**config.mk**
```make
export PLATFORM = sky130hd
export DESIGN_NAME = alu_op_sequencer
export DESIGN_NICKNAME = d
export VERILOG_FILES = /design/src/rtl/alu_seq_pkg.sv /design/src/rtl/alu_cmd_fifo.sv /design/src/rtl/alu_op_sequencer.sv
export SDC_FILE = /design/constraint.sdc
export NUM_CORES = 1
export LEC_CHECK = 0
export CAP_MARGIN = 20
export CORE_MARGIN = 2
export CORE_UTILIZATION = 37
export CTS_CLUSTER_DIAMETER = 80
export DETAILED_ROUTE_END_ITERATION = 10
export PLACE_DENSITY = 0.68
export SETUP_SLACK_MARGIN = 0.15
export SLEW_MARGIN = 5
export SYNTH_ARGS = -nofsm -noshare
export SYNTH_HDL_FRONTEND = slang
export SYNTH_SLANG_ARGS = --single-unit
export TNS_END_PERCENT = 5
```
**constraint.sdc**
```tcl
create_clock -name clk -period 6.5 [get_ports clk]
set_input_delay 1.3 -clock clk [delete_from_list [all_inputs] [get_ports clk]]
set_output_delay 1.3 -clock clk [all_outputs]
set_load 0.05 [all_outputs]
```
**src/rtl/alu_seq_pkg.sv**
```systemverilog
// rtl/alu_seq_pkg.sv - Shared widths, opcodes, FSM encodings and command layout for the ALU sequencer.
package alu_seq_pkg;

  localparam int DATA_W   = 8;
  localparam int RES_W    = 16;
  localparam int CMD_W    = 3 * DATA_W;
  localparam int SETTLE_W = 4;

  localparam logic [DATA_W-1:0] OP_0         = 8'd0;
  localparam logic [DATA_W-1:0] OP_1         = 8'd1;
  localparam logic [DATA_W-1:0] OP_2         = 8'd2;
  localparam logic [DATA_W-1:0] OP_3         = 8'd3;
  localparam logic [DATA_W-1:0] OP_4         = 8'd4;
  localparam logic [DATA_W-1:0] OP_MAX_LEGAL = OP_4;

  localparam logic [1:0] ST_IDLE   = 2'd0;
  localparam logic [1:0] ST_SETTLE = 2'd1;
  localparam logic [1:0] ST_RESP   = 2'd2;

  typedef struct packed {
    logic [DATA_W-1:0] control;
    logic [DATA_W-1:0] data2;
    logic [DATA_W-1:0] data1;
  } cmd_t;

  function automatic logic is_legal_op(input logic [DATA_W-1:0] op);
    return op <= OP_MAX_LEGAL;
  endfunction

endpackage

```
**src/rtl/alu_cmd_fifo.sv**
```systemverilog
// rtl/alu_cmd_fifo.sv - Power-of-two command FIFO; a push while full is dropped, never passed through.
module alu_cmd_fifo
  import alu_seq_pkg::*;
#(
  parameter int FIFO_DEPTH = 4
) (
  input  logic                          clk,
  input  logic                          reset,
  input  logic                          push,
  input  logic [CMD_W-1:0]              push_data,
  input  logic                          pop,
  output logic [CMD_W-1:0]              pop_data,
  output logic                          full,
  output logic                          empty,
  output logic [$clog2(FIFO_DEPTH):0]   count
);
  localparam int PTR_W = $clog2(FIFO_DEPTH);
  localparam int CNT_W = PTR_W + 1;

  logic [CMD_W-1:0] mem_q [FIFO_DEPTH];
  logic [PTR_W-1:0] wr_ptr_q, wr_ptr_d;
  logic [PTR_W-1:0] rd_ptr_q, rd_ptr_d;
  logic [CNT_W-1:0] count_q, count_d;
  logic             do_push, do_pop;

  assign full     = (count_q == CNT_W'(FIFO_DEPTH));
  assign empty    = (count_q == '0);
  assign count    = count_q;
  assign pop_data = mem_q[rd_ptr_q];

  always_comb begin
    do_push  = push && !full;
    do_pop   = pop && !empty;
    wr_ptr_d = wr_ptr_q;
    rd_ptr_d = rd_ptr_q;
    count_d  = count_q;
    if (do_push) wr_ptr_d = wr_ptr_q + PTR_W'(1);
    if (do_pop)  rd_ptr_d = rd_ptr_q + PTR_W'(1);
    case ({do_push, do_pop})
      2'b10:   count_d = count_q + CNT_W'(1);
      2'b01:   count_d = count_q - CNT_W'(1);
      default: count_d = count_q;
    endcase
  end

  always_ff @(posedge clk) begin
    if (reset) begin
      wr_ptr_q <= '0;
      rd_ptr_q <= '0;
      count_q  <= '0;
    end else begin
      wr_ptr_q <= wr_ptr_d;
      rd_ptr_q <= rd_ptr_d;
      count_q  <= count_d;
    end
  end

  // Storage needs no reset: occupancy alone decides what is valid.
  always_ff @(posedge clk) begin
    if (do_push) mem_q[wr_ptr_q] <= push_data;
  end

endmodule

```
**src/rtl/alu_op_sequencer.sv**
```systemverilog
// rtl/alu_op_sequencer.sv - Queues ALU commands, drives one at a time to the ALU and returns its result.
module alu_op_sequencer
  import alu_seq_pkg::*;
#(
  parameter int SETTLE_CYCLES = 1,
  parameter int FIFO_DEPTH    = 4
) (
  input  logic              clk,
  input  logic              reset,
  input  logic              cmd_valid,
  output logic              cmd_ready,
  input  logic [DATA_W-1:0] cmd_data1,
  input  logic [DATA_W-1:0] cmd_data2,
  input  logic [DATA_W-1:0] cmd_control,
  output logic [DATA_W-1:0] data1,
  output logic [DATA_W-1:0] data2,
  output logic [DATA_W-1:0] control,
  output logic              alu_reset,
  input  logic [RES_W-1:0]  alu_result,
  output logic              rsp_valid,
  input  logic              rsp_ready,
  output logic [RES_W-1:0]  rsp_result,
  output logic              rsp_error,
  output logic [RES_W-1:0]  op_count
);
  localparam int FCNT_W = $clog2(FIFO_DEPTH) + 1;

  logic [1:0]          state_q, state_d;
  logic [SETTLE_W-1:0] cnt_q, cnt_d;
  logic [DATA_W-1:0]   data1_q, data1_d, data2_q, data2_d, control_q, control_d;
  logic                rsp_valid_q, rsp_valid_d, rsp_error_q, rsp_error_d;
  logic [RES_W-1:0]    rsp_result_q, rsp_result_d, op_count_q, op_count_d;
  logic                alu_reset_q;

  logic                fifo_push, fifo_pop, fifo_full, fifo_empty;
  logic [FCNT_W-1:0]   fifo_count;
  logic [CMD_W-1:0]    fifo_pop_data;
  cmd_t                head;

  assign cmd_ready = !reset && (fifo_count < FCNT_W'(FIFO_DEPTH));
  assign fifo_push = cmd_valid && cmd_ready;
  assign head      = cmd_t'(fifo_pop_data);

  alu_cmd_fifo #(.FIFO_DEPTH(FIFO_DEPTH)) u_fifo (
    .clk       (clk),
    .reset     (reset),
    .push      (fifo_push),
    .push_data ({cmd_control, cmd_data2, cmd_data1}),
    .pop       (fifo_pop),
    .pop_data  (fifo_pop_data),
    .full      (fifo_full),
    .empty     (fifo_empty),
    .count     (fifo_count)
  );

  assert property (@(posedge clk) disable iff (reset) fifo_full |-> !cmd_ready);

  always_comb begin
    state_d      = state_q;
    cnt_d        = cnt_q;
    data1_d      = data1_q;
    data2_d      = data2_q;
    control_d    = control_q;
    rsp_valid_d  = rsp_valid_q;
    rsp_result_d = rsp_result_q;
    rsp_error_d  = rsp_error_q;
    op_count_d   = op_count_q;
    fifo_pop     = 1'b0;
    case (state_q)
      ST_IDLE: begin
        if (!fifo_empty) begin
          fifo_pop = 1'b1;
          if (is_legal_op(head.control)) begin
            data1_d   = head.data1;
            data2_d   = head.data2;
            control_d = head.control;
            cnt_d     = SETTLE_W'(SETTLE_CYCLES);
            state_d   = ST_SETTLE;
          end else begin
            // Illegal opcodes never reach the ALU; its inputs keep the last legal command.
            rsp_result_d = '0;
            rsp_error_d  = 1'b1;
            rsp_valid_d  = 1'b1;
            state_d      = ST_RESP;
          end
        end
      end
      ST_SETTLE: begin
        cnt_d = cnt_q - SETTLE_W'(1);
        if (cnt_q == SETTLE_W'(1)) begin
          rsp_result_d = alu_result;
          rsp_error_d  = 1'b0;
          rsp_valid_d  = 1'b1;
          state_d      = ST_RESP;
        end
      end
      ST_RESP: begin
        if (rsp_ready) begin
          rsp_valid_d = 1'b0;
          op_count_d  = op_count_q + RES_W'(1);
          state_d     = ST_IDLE;
        end
      end
      default: state_d = ST_IDLE;
    endcase
  end

  always_ff @(posedge clk) begin
    if (reset) begin
      state_q      <= ST_IDLE;
      cnt_q        <= '0;
      data1_q      <= '0;
      data2_q      <= '0;
      control_q    <= '0;
      rsp_valid_q  <= 1'b0;
      rsp_result_q <= '0;
      rsp_error_q  <= 1'b0;
      op_count_q   <= '0;
    end else begin
      state_q      <= state_d;
      cnt_q        <= cnt_d;
      data1_q      <= data1_d;
      data2_q      <= data2_d;
      control_q    <= control_d;
      rsp_valid_q  <= rsp_valid_d;
      rsp_result_q <= rsp_result_d;
      rsp_error_q  <= rsp_error_d;
      op_count_q   <= op_count_d;
    end
  end

  always_ff @(posedge clk) begin
    alu_reset_q <= reset;
  end

  assign data1      = data1_q;
  assign data2      = data2_q;
  assign control    = control_q;
  assign alu_reset  = alu_reset_q;
  assign rsp_valid  = rsp_valid_q;
  assign rsp_result = rsp_result_q;
  assign rsp_error  = rsp_error_q;
  assign op_count   = op_count_q;

endmodule

```
==> impl_metrics.py <==
metrics = {
    "sta": {
        "min_period_over_period": 0.5826,
        "relSlewSlack": 0.3554,
        "timing.fmax_ghz": 0.2641,
        "hold_viol": 0,
        "setup_slack_ns": 2.713,
        "tns_ns": 0,
        "rsz0062_at_grt": "no",
        "hold_slack_ns": 0.4777,
        "setup_viol": 0,
        "worst_slew_pin_slew_ns": 0.9670,
        "finalClockSkew_ns": 0.01169,
        "finalCriticalPeriod_ns": 3.787,
        "final_max_slew_viol_count": 0,
    },
    "grt": {
        "grt_start_max_net_pins": 76,
        "overflow": 0,
        "track_usage": 0.1610,
        "grt_pass1_vias": 4939,
        "antenna_found_initial": 0,
        "grt_pass1_wl_um": 24750,
    },
    "final_layout": {
        "syn2layout_area_growth_pct": 27.88,
        "diodes": 0,
        "fin_area_um2": 8643,
        "nets": 678,
        "stdcell_count": 864,
        "drive_gt1_frac": 0.1102,
        "postLayoutCoreUtil": 0.4812,
    },
    "power_and_ir_drop": {
        "p_int_mw": 2.042,
        "power_mw": 2.974,
        "p_per_area_nw_per_um2": 344.1,
        "p_leak_nw": 2.782,
        "clockPowerShare": 0.325,
        "power_frac_seq": 0.425,
        "power_frac_comb": 0.249,
        "switchingPower_mw": 0.9327,
        "p_sw_frac": 0.3136,
        "ir_drop_mv": 0.1898,
    },
    "floorplanning": {
        "io_pins": 104,
        "coreArea_um2": 17960,
        "start_util": 0.3763,
        "rows": 49,
        "die_x_um": 139.2,
        "die_h_um": 139.2,
        "die_area_um2": 19360,
    },
    "detailed_routing": {
        "drc": 0,
        "drt-total-wl_um": 15360,
        "first_pass_iters": 5,
        "avgViaCountPerCell": 5.427,
        "routedWlPerCell_um": 17.78,
        "vias": 4689,
        "postRouteAntennaNets": 0,
        "drt_iter0_drc": 258,
    },
    "clock_tree": {
        "cts_num_sinks": 170,
        "cts_buffers": 17,
        "post_cts_buffers": 0,
        "ctsLongestPathBuffers": 2,
        "holdBufCountCts": 0,
        "clk_latency_ns": 0.42,
        "tritoncts": "done",
        "cts-resized-gates": 0,
        "path_clk_slew_ns": 0.06,
        "root_buffer": "clkbuf_16",
        "htree_levels": 4,
    },
    "place": {
        "hpwlAfterDp_um": 9640,
        "gp_congestion": 0.7135,
        "post-place-ws_ns": 2.712,
        "post-place-cells": 831,
        "place_area_um2": 8044,
        "portBuffers": 103,
    },
    "worst_setup_path": {
        "worstPathRequired_ns": 5.20,
        "cp.arrival_ns": 2.49,
        "critPathLaunchType": "input port",
        "path_max_fanout": 6,
        "cp-end-kind": "output port",
        "critPathKind": "input port to output port",
    },
    "yosys": {
        "synthArstFlopShare": 0,
        "yosys.area_share.simple": 0.1148,
        "synth_compound_area_frac": 0.09515,
        "synth_edf_count": 96,
        "syn_inst": 524,
        "synth_top_family_by_area": "simple AND/OR/NAND/NOR gates",
        "synth_area_um2": 6759,
        "yosysWarnings": 0,
        "synthAdderAreaFrac": 0.02332,
        "ys_types": 42,
        "synth_xor_area_frac": 0.02073,
        "synth-seq-cells": 170,
        "avgSynthCellArea_um2": 12.90,
        "ys.flop_type": "edfxtp_1",
        "synth_nets": 580,
        "muxShareOfSynthArea": 0.06831,
        "yosysSeqAreaShare": 0.6457,
    },
    "run": {
        "cap_violations": 0,
    },
    "run_status": {
        "status": "completed",
    },
    "worst_hold_path": {
        "hold_class": "flop to flop",
    },
}
critical path, stage by stage:
cell and delay [ns]:
buf_2 0.10, nor2_1 0.22, clkdlybuf4s50_1 0.86
layout by cell type, fill, tap and decap left out, types with 10 or more instances in the layout:
cell             netlist  final
edfxtp_1              96     96
nand2_1               12     12
xor2_1                10     10
clkdlybuf4s50_1        0    102
o21ai_0               26     26
nand4_1               19     19
clkbuf_16              0     17
a32oi_1               16     16
nand3_1               46     46
a21oi_1               29     29
inv_1                 18     18
dfxtp_1               74     74
nor2_1                29     29
ha_1                  11     11
mux4_2                20     20
a31oi_1               20     20
synth_stat cells, types with 6 or more instances:
cell | instances | area (µm²)
buf_2 | 8 | 40.04
nand2_1 | 12 | 45.04
dfxtp_1 | 74 | 1481
nor2_1 | 29 | 108.9
o21ai_0 | 26 | 130.1
inv_1 | 18 | 67.56
edfxtp_1 | 96 | 2883
nand3_1 | 46 | 230.2
xnor2_1 | 6 | 52.55
nor3b_1 | 6 | 45.04
a31oi_1 | 20 | 125.1
and3_1 | 7 | 43.79
nand4_1 | 19 | 118.9
xor2_1 | 10 | 87.58
clkbuf_1 | 28 | 105.1
a32oi_1 | 16 | 140.1
ha_1 | 11 | 137.6
or3_1 | 8 | 50.05
mux4_2 | 20 | 450.4
a21oi_1 | 29 | 145.1
layer usage:
layer | vias up | wire, µm | track usage
met5 | - | 0 | 0
met1 | 2312 | 6275 | 0.1932
met3 | 20 | 838 | 0.04213
met2 | 151 | 8012 | 0.2798
li1 | 2206 | - | -
met4 | 0 | 231 | 0.05848
worst paths after layout:
check                           startpoint         endpoint  slack, ns  cells past startpoint
worst max-delay path                 reset        cmd_ready       2.71                      3
worst max register to register  state_q[1]  u_fifo.count[2]       2.80                     10
worst min-delay path              data2[7]         data2[7]       0.48                      2
worst min register to register    data2[7]         data2[7]       0.48                      2
power groups by stage:
| stage | Sequential [mW] | Clock [mW] | Combinational [mW] |
|---|---|---|---|
| global route | 1.28 | 1.04 | 0.804 |
| detailed placement | 1.29 | 0 | 0.737 |
| floorplan | 1.31 | 0 | 0.478 |
| CTS | 1.27 | 0.993 | 0.740 |
| finish | 1.26 | 0.967 | 0.742 |
| global placement | 1.29 | 0 | 0.673 |
area by class of cell:
class	instances	area, µm²
clock buffers	19	452.9
repair buffers	116	1175
inverters	18	67.56
fillers	1569	9320
clock inverters	13	118.9
multi-input cells	299	2178
well taps	229	286.5
flip-flops and latches	170	4364
state kept, by name, indices dropped and copies added, names as in the netlist, 2 cells and up, named ones only:
| signal | count |
|---|---|
| u_fifo.mem_q | 96 |
| op_count | 16 |
| rsp_result | 16 |
| control | 8 |
| data1 | 8 |
| data2 | 8 |
| cnt_q | 4 |
| u_fifo.count | 3 |
| state_q | 2 |
| u_fifo.rd_ptr_q | 2 |
| u_fifo.wr_ptr_q | 2 |
cell families after synthesis:
logic type | after synthesis
xor+xnor | 16
simple gates | 146
fa+ha+maj | 12
buf+inv | 55
compound gates | 104
mux | 21
flops | 170
Power figures use the tool's default switching activity.
